**config.mk**
```make
export PLATFORM = sky130hd
export DESIGN_NAME = alu_seq_flat
export DESIGN_NICKNAME = d
export VERILOG_FILES = /design/src/rtl/alu_if.sv /design/src/rtl/alu_seq.sv /design/src/flat_wrapper.sv
export SDC_FILE = /design/constraint.sdc
export NUM_CORES = 1
export LEC_CHECK = 0
export CAP_MARGIN = 10
export CORE_MARGIN = 2
export CORE_UTILIZATION = 49
export CTS_CLUSTER_SIZE = 8
export DETAILED_ROUTE_END_ITERATION = 10
export MAX_ROUTING_LAYER = met4
export PLACE_DENSITY = 0.78
export SYNTH_ARGS = -nofsm -noshare
export SYNTH_HDL_FRONTEND = slang
export SYNTH_SLANG_ARGS = --single-unit
```
**constraint.sdc**
```tcl
create_clock -name clk -period 1.4 [get_ports clk]
set_input_delay 0.21 -clock clk [delete_from_list [all_inputs] [get_ports clk]]
set_output_delay 0.21 -clock clk [all_outputs]
set_load 0.1 [all_outputs]
```
**src/rtl/alu_if.sv**
```systemverilog
// ---------------------------------------------------------------------------
// alu_if -- handshake/data bundle between an operation source and alu_seq.
//
// Macro: none (the optional multiply is selected inside alu_seq by ALU_MUL_EN).
//
// Signals (directions seen from the ALU, i.e. the slave modport):
//   in_valid   in   1      operands/op valid
//   in_ready   out  1      ALU can accept a new operation
//   a, b       in   WIDTH  operands
//   op         in   4      opcode
//   src_sel    in   2      unary-op operand select (1 -> B, else A)
//   out_valid  out  1      result/flags valid
//   out_ready  in   1      downstream accepts result
//   result     out  WIDTH  registered result
//   flags      out  4      {N,V,C,Z}
// ---------------------------------------------------------------------------
interface alu_if #(
  parameter int WIDTH = 8
);
  logic             in_valid;
  logic             in_ready;
  logic [WIDTH-1:0] a;
  logic [WIDTH-1:0] b;
  logic [3:0]       op;
  logic [1:0]       src_sel;
  logic             out_valid;
  logic             out_ready;
  logic [WIDTH-1:0] result;
  logic [3:0]       flags;

  modport master (
    output in_valid, a, b, op, src_sel, out_ready,
    input  in_ready, out_valid, result, flags
  );

  modport slave (
    input  in_valid, a, b, op, src_sel, out_ready,
    output in_ready, out_valid, result, flags
  );
endinterface

```
**src/rtl/alu_seq.sv**
```systemverilog
// ---------------------------------------------------------------------------
// alu_seq -- registered ALU with valid/ready handshakes on both sides.
//
// Single-cycle ops are evaluated from the bus inputs at the accept edge and
// land directly in the output registers. With ALU_MUL_EN defined, op 4'b1010
// runs an unsigned shift-add multiply, one multiplier bit per clock, and the
// low WIDTH bits of the 2*WIDTH-bit product become the result. Without the
// macro, op 4'b1010 falls through to the default A+B and no multiplier
// hardware is built.
//
// Configuration macro: ALU_MUL_EN
//
// Ports:
//   clk    in  1   rising-edge clock
//   rst_n  in  1   asynchronous, active-low reset
//   bus    alu_if.slave  handshakes, operands, result and flags {N,V,C,Z}
// ---------------------------------------------------------------------------
module alu_seq #(
  parameter int WIDTH = 8
) (
  input  logic  clk,
  input  logic  rst_n,
  alu_if.slave  bus
);

`ifdef ALU_MUL_EN
  localparam int CNT_W = $clog2(WIDTH) + 1;
`endif

  typedef enum logic [1:0] {
    S_IDLE,
`ifdef ALU_MUL_EN
    S_BUSY,
`endif
    S_DONE
  } state_e;

  state_e           state_q, state_d;
  logic             rdy_en_q;        // low until the first clock after reset release
  logic [WIDTH-1:0] result_q, result_d;
  logic [3:0]       flags_q, flags_d;

  logic             accept;
  logic [WIDTH-1:0] src_c;
  logic [WIDTH:0]   sum_c, diff_c;
  logic [WIDTH-1:0] res_c;
  logic             c_c, v_c;

`ifdef ALU_MUL_EN
  logic             is_mul;
  logic [2*WIDTH-1:0] prod_q, prod_d, prod_step;
  logic [2*WIDTH-1:0] mcand_q, mcand_d;
  logic [WIDTH-1:0]   mplier_q, mplier_d;
  logic [CNT_W-1:0]   cnt_q, cnt_d;

  assign is_mul    = (bus.op == 4'b1010);
  // Partial product for the current multiplier bit, including this step.
  assign prod_step = prod_q + (mplier_q[0] ? mcand_q : '0);
`endif

  assign accept        = bus.in_valid && bus.in_ready;
  assign bus.in_ready  = rdy_en_q && (state_q == S_IDLE);
  assign bus.out_valid = (state_q == S_DONE);
  assign bus.result    = result_q;
  assign bus.flags     = flags_q;

  // -------------------------------------------------------------------------
  // Single-cycle operation datapath
  // -------------------------------------------------------------------------
  // NOTE: every signal written in an always_comb gets a default first, so no
  // path through the case statement leaves it unassigned and infers a latch.
  always_comb begin
    src_c  = (bus.src_sel == 2'd1) ? bus.b : bus.a;
    sum_c  = {1'b0, bus.a} + {1'b0, bus.b};
    diff_c = {1'b0, bus.a} - {1'b0, bus.b};
    res_c  = sum_c[WIDTH-1:0];
    c_c    = sum_c[WIDTH];
    v_c    = (bus.a[WIDTH-1] == bus.b[WIDTH-1]) &&
             (sum_c[WIDTH-1] != bus.a[WIDTH-1]);
    unique case (bus.op)
      4'b0000: begin res_c = bus.a & bus.b; c_c = 1'b0; v_c = 1'b0; end
      4'b0001: begin res_c = bus.a | bus.b; c_c = 1'b0; v_c = 1'b0; end
      4'b0011: begin res_c = src_c >> 1;    c_c = src_c[0];       v_c = 1'b0; end
      4'b0100: begin res_c = src_c << 1;    c_c = src_c[WIDTH-1]; v_c = 1'b0; end
      4'b0101: begin res_c = ~src_c;        c_c = 1'b0; v_c = 1'b0; end
      4'b0110: begin
        // Borrow out of the extended subtraction is exactly A < B unsigned.
        res_c = diff_c[WIDTH-1:0];
        c_c   = diff_c[WIDTH];
        v_c   = (bus.a[WIDTH-1] != bus.b[WIDTH-1]) &&
                (diff_c[WIDTH-1] != bus.a[WIDTH-1]);
      end
      4'b0111: begin res_c = bus.a ^ bus.b; c_c = 1'b0; v_c = 1'b0; end
      4'b1000: begin
        res_c = {bus.a[WIDTH-2:0], bus.a[WIDTH-1]};
        c_c   = bus.a[WIDTH-1];
        v_c   = 1'b0;
      end
      4'b1001: begin
        res_c = {bus.a[0], bus.a[WIDTH-1:1]};
        c_c   = bus.a[0];
        v_c   = 1'b0;
      end
      default: ;  // A+B, including 4'b1010 when the multiplier is absent
    endcase
  end

  // -------------------------------------------------------------------------
  // Next-state and register-load logic
  // -------------------------------------------------------------------------
  always_comb begin
    state_d  = state_q;
    result_d = result_q;
    flags_d  = flags_q;
`ifdef ALU_MUL_EN
    prod_d   = prod_q;
    mcand_d  = mcand_q;
    mplier_d = mplier_q;
    cnt_d    = cnt_q;
`endif
    unique case (state_q)
      S_IDLE: begin
        if (accept) begin
`ifdef ALU_MUL_EN
          if (is_mul) begin
            state_d  = S_BUSY;
            prod_d   = '0;
            mcand_d  = {{WIDTH{1'b0}}, bus.a};
            mplier_d = bus.b;
            cnt_d    = '0;
          end else
`endif
          begin
            state_d  = S_DONE;
            result_d = res_c;
            flags_d  = {res_c[WIDTH-1], v_c, c_c, (res_c == '0)};
          end
        end
      end
`ifdef ALU_MUL_EN
      S_BUSY: begin
        prod_d   = prod_step;
        mcand_d  = mcand_q << 1;
        mplier_d = mplier_q >> 1;
        cnt_d    = cnt_q + 1'b1;
        if (cnt_q == CNT_W'(WIDTH - 1)) begin
          state_d  = S_DONE;
          result_d = prod_step[WIDTH-1:0];
          // C reports any product bits lost above WIDTH; V is always clear.
          flags_d  = {prod_step[WIDTH-1], 1'b0, |prod_step[2*WIDTH-1:WIDTH],
                      (prod_step[WIDTH-1:0] == '0)};
        end
      end
`endif
      S_DONE: begin
        if (bus.out_ready) state_d = S_IDLE;
      end
      default: state_d = S_IDLE;
    endcase
  end

  // NOTE: state is updated with non-blocking assignments so every register
  // samples the values from before the edge, independent of process order.
  always_ff @(posedge clk or negedge rst_n) begin
    if (!rst_n) begin
      state_q  <= S_IDLE;
      rdy_en_q <= 1'b0;
      result_q <= '0;
      flags_q  <= '0;
    end else begin
      state_q  <= state_d;
      rdy_en_q <= 1'b1;
      result_q <= result_d;
      flags_q  <= flags_d;
    end
  end

`ifdef ALU_MUL_EN
  always_ff @(posedge clk or negedge rst_n) begin
    if (!rst_n) begin
      prod_q   <= '0;
      mcand_q  <= '0;
      mplier_q <= '0;
      cnt_q    <= '0;
    end else begin
      prod_q   <= prod_d;
      mcand_q  <= mcand_d;
      mplier_q <= mplier_d;
      cnt_q    <= cnt_d;
    end
  end
`endif

endmodule

```
**src/flat_wrapper.sv**
```systemverilog
// flat-port wrapper written by rule: the top's interface ports become plain ports
module alu_seq_flat 
#(
  parameter int WIDTH = 8
)
  (clk, rst_n, bus_in_valid, bus_a, bus_b, bus_op, bus_src_sel, bus_out_ready, bus_in_ready, bus_out_valid, bus_result, bus_flags);
  alu_if #(.WIDTH(WIDTH)) bus_i ();
  input  logic clk;
  input  logic rst_n;
  input wire logic [$bits(bus_i.in_valid)-1:0] bus_in_valid;
  input wire logic [$bits(bus_i.a)-1:0] bus_a;
  input wire logic [$bits(bus_i.b)-1:0] bus_b;
  input wire logic [$bits(bus_i.op)-1:0] bus_op;
  input wire logic [$bits(bus_i.src_sel)-1:0] bus_src_sel;
  input wire logic [$bits(bus_i.out_ready)-1:0] bus_out_ready;
  output wire logic [$bits(bus_i.in_ready)-1:0] bus_in_ready;
  output wire logic [$bits(bus_i.out_valid)-1:0] bus_out_valid;
  output wire logic [$bits(bus_i.result)-1:0] bus_result;
  output wire logic [$bits(bus_i.flags)-1:0] bus_flags;
  assign bus_i.in_valid = bus_in_valid;
  assign bus_i.a = bus_a;
  assign bus_i.b = bus_b;
  assign bus_i.op = bus_op;
  assign bus_i.src_sel = bus_src_sel;
  assign bus_i.out_ready = bus_out_ready;
  assign bus_in_ready = bus_i.in_ready;
  assign bus_out_valid = bus_i.out_valid;
  assign bus_result = bus_i.result;
  assign bus_flags = bus_i.flags;
  alu_seq #(.WIDTH(WIDTH)) u_core (.clk(clk), .rst_n(rst_n), .bus(bus_i));
endmodule
```
==> results of run 1 <==
[metal layers]
metal	GRT overflow	track usage, %
met1	1	84.51
met2	225	119.7
met3	7	64.92
met4	91	111.5
met5	-	-
[kinds of logic after synthesis]
logic type / share of synthesized area [%]
multiplexers: 7.372
AND/OR/NAND/NOR: 19.02
buffers and inverters: 12.02
other: 0.1601
adder cells (fa/ha/maj): 14.53
AO/OA/AOI/OAI: 31.14
XOR/XNOR: 1.870
flip-flops: 13.89
[stage by stage]
stage / setup TNS [ns] / utilization, % / worst slack, ns / instances / cell area, um^2
3_5_place_dp: -15.12 / 79.68 / -1.689 / 482 / 3714
2_1_floorplan: -5.630 / - / -0.7456 / 293 / 2421
4_1_cts: -6.240 / 94.77 / -0.7457 / 516 / 4417
3_3_place_gp: -14.19 / 79.68 / -1.542 / 482 / 3714
[what timing repair did]
item | CTS
resized for setup | 162
gates cloned | 2
pin swaps | 48
endpoints found under the setup margin | 11
setup buffers | 28
==> results.ini, run 1 <==
[run_status]
status=did not finish
stop_stage=global routing (5_1_grt)
error=[ERROR GRT-0232] Routing congestion too high. Check the congestion heatmap in the GUI.

[synthesis]
synthTopCellsByArea=dfrtp_1 14%, ha_1 13%, a21oi_1 4.9%, inv_1 4.2%, nor2_1 3.7%
yosys.cell_types.count=75
synthFlopType=dfrtp_1
syn_inst=293
synth_edf_count=0
syn_area_per_cell_um2=7.994
async_reset_ff_share_pct=100.0
yosysWarnings=0
synth_nets=345
yosysMostFrequentCell=inv_1
synth_top_area_cell=dfrtp_1
synth_commonest_cells=26 x inv_1, 24 x ha_1, 23 x a21oi_1, 23 x nor2_1, 20 x nand2_1
netlist_area_um2=2342
synth-seq-area-share_pct=13.89
yosysTopAreaCellShare_pct=13.89
synth-seq-cells=13

[timing]
worst_endpoint_kind=sequential cell input
crit_endpoint=u_core.bus.flags[0]$_DFFE_PN0P_/D

[floorplanning]
num_io_pins=40
fp-row-count=25
die_w_um=73.14
initial_core_util_pct=50.26
fp.dieH_um=73.14

[clocking]
clkSinkCount=13
numCtsBuffers=3
cts.path.max_buffers=2
h-tree-depth=1
hold_buffers=0
cts_root_buffer=clkbuf_8

[global_routing]
grt.total_usage_pct=94.55
grt_max_degree=18
overflow=324

[placed_design]
dp_hpwl_um=7118
gp_congestion=1.033
portBuffers=39

==> inputs of run 2 (changes only) <==
- CORE_UTILIZATION: 49 -> 40
- CTS_CLUSTER_SIZE: 8 -> not set
- MAX_ROUTING_LAYER: met4 -> not set
- PLACE_DENSITY: 0.78 -> not set
- PLACE_DENSITY_LB_ADDON: not set -> 0.15
- clock period: 1.4 -> 1.8 ns (I/O delays scaled with it)
==> results.ini, run 2 <==
[timing]
finalSetupViolCount=9
fin_crit_sh_pct=121.1
skew_ns=0.003025
tightest_slew_ns=0.5852
max_slew_margin_pct=60.86
drv_slew=0
hold_viol_final=0
min_period_ns=2.180
setup_slack_ns=-0.3796
timing.fmax_ghz=0.4588
rsz0062_at_grt=yes

[setup_path]
r2r_start=u_core.state_q[0]
crit_start=bus_a[0]
cp.required_ns=1.96
max_stage_delay_ns=0.36
crit_arrival_ns=2.34
end_kind=flop
startpoint_type=input port
cp_max_fo=3
crit_slowest_cell=nor4_2
path_class=in -> reg
crit_top_cell=buf_6
crit_chain=buf_8 -> buf_6 -> buf_4 -> buf_6 -> mux2_1 -> and3_1 -> a41oi_2 -> a32oi_2 -> nor4_2 -> o2111ai_2 -> o31ai_2

[floorplanning]
core_area_um2=5574
num_io_pins=40  ; unchanged
die_w_um=80.52  ; +10%
dieArea_um2=6483
initial_core_util_pct=42.02  ; -8.2 points
fp-row-count=27  ; +8.0%
fp.dieH_um=80.52  ; +10%

[placed_design]
placedCellCount=501  ; +3.9%
portBuffers=39  ; unchanged
gp_congestion=0.9369  ; -9.3%
dp_hpwl_um=6646  ; -6.6%

[detailed_routing]
wl_um=9923
drtAntennaViolNets=0
wl_per_cell_um=18.31
vias_per_cell=5.889
drc=0
dr.max_layer_used=met4
first_iter_violations=257
met3_wirelength_um=780
first_pass_iters=5
num_vias=3192
wirelength_met1_um=3928
dr_wl_met2_um=4861

[layout]
largest_reg_flops=7
nets=523
diodes=0
nFillCells=379
mostFrequentLayoutCells=141 x buf_4, 22 x buf_6, 21 x nor2_1, 19 x nand2_1, 18 x a21oi_1
multiInputGateArea_um2=2183
finalNonFillerCells=542
final_common_cell=buf_4
seq_area_um2=329.1
syn2layout_area_growth_pct=87.93
drive_gt1_share_pct=60.00

[power_and_ir_drop]
internal_power_mw=1.306
pwr-share-seq_pct=15.7
powerDensity_nw_per_um2=600.2
power_leakage_nw=2.035
clkPwrFrac_pct=10.1
p_sw_share_pct=50.56
finalPower_mw=2.642
netSwitchingPower_mw=1.336
irDropWorstVdd_mv=0.8755
power_frac_comb_pct=74.2

[synthesis]
synth_nets=345  ; unchanged
yosys.cell_types.count=75  ; unchanged
syn_inst=293  ; unchanged
synth-seq-area-share_pct=13.89  ; unchanged
synthTopCellsByArea=dfrtp_1 14%, ha_1 13%, a21oi_1 4.9%, inv_1 4.2%, nor2_1 3.7%
synth_top_area_cell=dfrtp_1
synth-seq-cells=13  ; unchanged
netlist_area_um2=2342  ; unchanged
synth_commonest_cells=26 x inv_1, 24 x ha_1, 23 x a21oi_1, 23 x nor2_1, 20 x nand2_1
yosysWarnings=0  ; unchanged
yosysTopAreaCellShare_pct=13.89  ; unchanged
yosysMostFrequentCell=inv_1
synth_edf_count=0  ; unchanged
synthFlopType=dfrtp_1
syn_area_per_cell_um2=7.994  ; unchanged
async_reset_ff_share_pct=100.0  ; unchanged

[global_routing]
grt_max_degree=18
overflow=0
grt_pass1_vias=3088
grt.total_usage_pct=28.49
antenna_found_initial=0
grt_pass1_wl_um=14610

[worst_hold_path]
min_path_type=in -> async

[clocking]
h-tree-depth=1  ; unchanged
hold_buffers=0  ; unchanged
cts_root_buffer=clkbuf_8
cts.clk_slew.worst_paths_ns=0.06
cts.path.max_buffers=2  ; unchanged
clock_latency_ns=0.25
numCtsBuffers=3  ; unchanged
clkSinkCount=13  ; unchanged
cts_tree=built

[run_status]
status=finished, violations left
violations=negative setup slack

[run]
maxCapViolations=0

## run 2: cell counts after synthesis
Identical to the previous run, type by type.
## run 2: worst max-delay path, delay by kind of cell
| kind | cells | cell delay (ns) |
|---|---|---|
| simple gates | 2 | 0.54 |
| buf+inv | 4 | 0.44 |
| mux | 1 | 0.30 |
| compound gates | 4 | 0.78 |
## run 2: cells by family (layout without fill, tap and decap cells)
kind of cell | after synthesis | after routing | share of synthesized area [%]
other cells | 1 | 1 | 0.1601
compound gates | 101 | 101 | 31.14
fa+ha+maj | 26 | 26 | 14.53
mux | 15 | 15 | 7.372
buf+inv | 48 | 225 | 12.02
flops | 13 | 13 | 13.89
xor+xnor | 5 | 5 | 1.870
simple gates | 84 | 84 | 19.02
## run 2: cell type report
type / instances / share of cell area (%)
repair buffers: 193 / 37.27
multi-input cells: 232 / 49.60
flip-flops and latches: 13 / 7.476
well taps: 72 / 2.047
inverters: 28 / 2.587
clock buffers: 4 / 1.023
## run 2: timing repair
| action | in CTS | in global routing |
|---|---|---|
| setup endpoints to repair | 11 | 11 |
| pin swaps | 49 | 37 |
| gates resized for setup | 135 | 33 |
| setup buffers | 28 | 18 |
## run 2: final timing paths
kind                                             end  slack, ns  depth (start not counted)
min in group clk                u_core.bus.result[3]       0.48                          2
max in group asynchronous          u_core.state_q[0]       0.97                          1
worst max-delay path             u_core.bus.flags[0]      -0.38                         11
worst min register to register  u_core.bus.result[3]       0.48                          2
worst min-delay path            u_core.bus.result[1]       0.40                          1
worst max register to register   u_core.bus.flags[0]      -0.12                          7
## run 2: power by group through the flow
stage / Clock, mW / Combinational (mW) / Sequential [mW]
5_1_grt: 0.274 / 2.04 / 0.424
6_report: 0.266 / 1.96 / 0.415
3_5_place_dp: 0 / 1.66 / 0.418
2_1_floorplan: 0 / 0.573 / 0.886
3_3_place_gp: 0 / 1.64 / 0.414
4_1_cts: 0.261 / 1.84 / 0.413
## run 2: stage by stage
stage | utilization [%] | setup TNS (ns) | setup slack (ns) | hold WS (ns) | cell area, um^2
after floorplan | - | -1.112 | -0.3566 | -0.02559 | 2431
after global routing | 78.97 | -2.929 | -0.4783 | 0.4554 | 4402
after CTS | 75.51 | -2.462 | -0.4908 | 0.4204 | 4209
after global placement | 65.32 | -10.49 | -1.250 | 0.4638 | 3641
final | 78.97 | -2.338 | -0.3796 | 0.3958 | 4402
after detailed placement | 65.32 | -10.77 | -1.256 | 0.4718 | 3641
## run 2: metal layers
metal  vias up  global-route usage [%]
li1       1449                       -
met1      1509                   35.69
met2       192                   51.00
met3        42                   3.371
met4         0                   7.966
met5         -                       0
Note: power is estimated with default switching activity, not from simulation.
==> inputs of run 3 (changes only) <==
- ABC_AREA: not set -> 1
- TNS_END_PERCENT: not set -> 5
==> results.ini, run 3 <==
[setup_path]
rrSetupSlack_ns=0.34  ; +0.46 ns
startpoint_type=input port
crit_arrival_ns=1.94  ; -0.40 ns
r2r_cells=9  ; +2
r2r_start=u_core.state_q[0]
cp.required_ns=1.97  ; about the same
path_class=in -> reg
cp_max_fo=3  ; unchanged
end_kind=flop
rr_endpoint=u_core.bus.flags[0]

[layout]
nFillCells=531  ; +40%
utilization_pct=67.16  ; -12 points
diodes=0  ; unchanged
largest_reg_flops=7  ; unchanged
nets=595  ; +14%
design_area_um2=3721  ; -15%
final_common_cell=nand2_1
syn2layout_area_growth_pct=62.16
mostFrequentLayoutCells=137 x nand2_1, 109 x buf_4, 45 x nand3_1, 37 x nor2_1, 32 x inv_1
drive_gt1_share_pct=37.45  ; -23 points
finalNonFillerCells=614  ; +13%

[clocking]
cts.clk_slew.worst_paths_ns=0.05  ; about the same
h-tree-depth=1  ; unchanged
clock_latency_ns=0.24  ; about the same
clkSinkCount=13  ; unchanged
hold_buffers=0  ; unchanged
cts.path.max_buffers=2  ; unchanged
numCtsBuffers=3  ; unchanged
cts_root_buffer=clkbuf_8
cts_tree=built

[floorplanning]
core_area_um2=5540  ; -0.61%
dieArea_um2=6358  ; -1.9%
num_io_pins=40  ; unchanged
initial_core_util_pct=41.42  ; -0.60 points
die_w_um=79.74  ; -0.97%
fp.dieH_um=79.74  ; -0.97%
fp-row-count=27  ; unchanged

[placed_design]
placedCellCount=607  ; +21%
gp_congestion=1.018  ; +8.6%
dp_hpwl_um=7217  ; +8.6%
portBuffers=39  ; unchanged
place_ws_ns=-0.7235  ; +0.5330 ns
dpl_cell_area_um2=3436  ; -5.6%

[detailed_routing]
wl_per_cell_um=14.62  ; -20%
first_pass_iters=6  ; +1
drtAntennaViolNets=0  ; unchanged
vias_per_cell=5.099  ; -13%
num_vias=3131  ; -1.9%
drc=0  ; unchanged
first_iter_violations=175  ; -32%
wl_um=8977  ; -9.5%

[synthesis]
netlist_area_um2=2295  ; -2.0%
synth-seq-area-share_pct=14.18  ; +0.29 points
yosysTopAreaCellShare_pct=23.72  ; +9.8 points
yosysMostFrequentCell=nand2_1
syn_area_per_cell_um2=5.611  ; -30%
synth_top_area_cell=nand2_1
yosys.cell_types.count=30  ; -60%
synth_edf_count=0  ; unchanged
synthFlopType=dfrtp_1
synth_nets=461  ; +34%
syn_inst=409  ; +40%
synth-seq-cells=13  ; unchanged
yosysWarnings=0  ; unchanged
synth_commonest_cells=145 x nand2_1, 51 x inv_1, 48 x nand3_1
async_reset_ff_share_pct=100.0  ; unchanged
synthTopCellsByArea=nand2_1 24%, dfrtp_1 14%, ha_1 13%, nand3_1 10%, inv_1 8.3%

[global_routing]
grt_pass1_wl_um=14270  ; -2.4%
grt_max_degree=17  ; -1
overflow=0  ; unchanged
grt_pass1_vias=3050  ; -1.2%
grt.total_usage_pct=28.74  ; +0.26 points
antenna_found_initial=0  ; unchanged

[timing]
hold_viol_final=0  ; unchanged
finalSetupViolCount=0  ; -9
fin_crit_sh_pct=98.30  ; -23 points
whs_ns=0.3924  ; -0.003404 ns
rsz0062_at_grt=yes
drv_slew=0  ; unchanged
tns_ns=0  ; +2.338 ns
skew_ns=0.001803  ; -0.001221 ns
max_slew_margin_pct=61.94  ; +1.1 points
timing.fmax_ghz=0.5652  ; +23%
min_period_ns=1.769  ; -0.4103 ns
tightest_slew_ns=0.5691  ; -0.01619 ns
setup_slack_ns=0.03065  ; +0.4103 ns

[worst_hold_path]
min_path_type=in -> async

[power_and_ir_drop]
power_leakage_nw=2.018  ; -0.86%
powerDensity_nw_per_um2=580.8  ; -3.2%
finalPower_mw=2.161  ; -18%
irDropWorstVdd_mv=0.6609  ; -25%

[run]
maxCapViolations=0  ; unchanged

[run_status]
status=finished clean

run 3: cell count changes after synthesis, moves of 6 or more:
cell	previous run	this run
nand2_1	20	145
nand3_1	10	48
inv_1	26	51
nor2_1	23	46
nand4_1	0	12
a21oi_1	23	13
mux2i_1	8	0
o21bai_1	7	0
nor2_2	0	6
run 3: worst max-delay path by stage:
stage | cells after the start | slack (ns) | to | startpoint
floorplan | 9 | -0.19 | u_core.bus.flags[0] | u_core.state_q[0]
global placement | 12 | -0.60 | u_core.bus.flags[0] | bus_b[0]
detailed placement | 12 | -0.72 | u_core.bus.flags[0] | bus_b[0]
CTS | 12 | 0.009 | u_core.bus.flags[0] | bus_src_sel[0]
global route | 14 | -0.07 | u_core.bus.flags[0] | bus_a[0]
finish | 14 | 0.03 | u_core.bus.flags[0] | bus_a[0]
run 3: layer usage:
| metal | share of wire [%] | routed length [um] | track usage [%] |
|---|---|---|---|
| met5 | 0 | 0 | 0 |
| met2 | 50 | 4506 | 54.03 |
| met1 | 42 | 3727 | 34.34 |
| met3 | 4.8 | 430 | 1.697 |
| met4 | 3.5 | 312 | 9.831 |
run 3: worst max-delay path, cell delays in order:
cell and delay (ns):
buf_8 0.11, inv_6 0.05, ha_4 0.14, inv_4 0.04, fa_2 0.43, nand4_1 0.11, nand2_1 0.08, nor2_2 0.13
nand2_1 0.08, nand2_2 0.10, nand2_2 0.06, nor2_2 0.11, nand3_1 0.10, o21bai_2 0.14
run 3: cell families (layout without fill, tap and decap cells):
group,count (synthesis),in the layout,synth area share (%)
adder cells (fa/ha/maj),26,26,14.83
buffers and inverters,65,198,11.78
AND/OR/NAND/NOR,268,268,50.33
other,1,1,0.1634
AO/OA/AOI/OAI,36,36,8.724
flip-flops,13,13,14.18
run 3: report_power, final:
part           internal [mW]  switching [mW]  total [mW]
logic                  0.518           0.998        1.52
registers              0.351          0.0352       0.386
clock network          0.156           0.103       0.259
run 3: what timing repair did:
item / 4_1_cts / 5_1_grt
cloned: 0 / 0
setup buffers: 2 / 1
pin swaps: 27 / 15
setup endpoints to repair: 10 / 9
resized for setup: 77 / 34
run 3: cell type report:
type                            count  area [um^2]  area share (%)
Clock buffer                        4        45.04           1.210
Inverter                           57        224.0           6.019
Multi-Input combinational cell    331         1926           51.75
Sequential cell                    13        329.1           8.843
Tap cell                           72        90.09           2.421
Timing Repair Buffer              137         1107           29.76
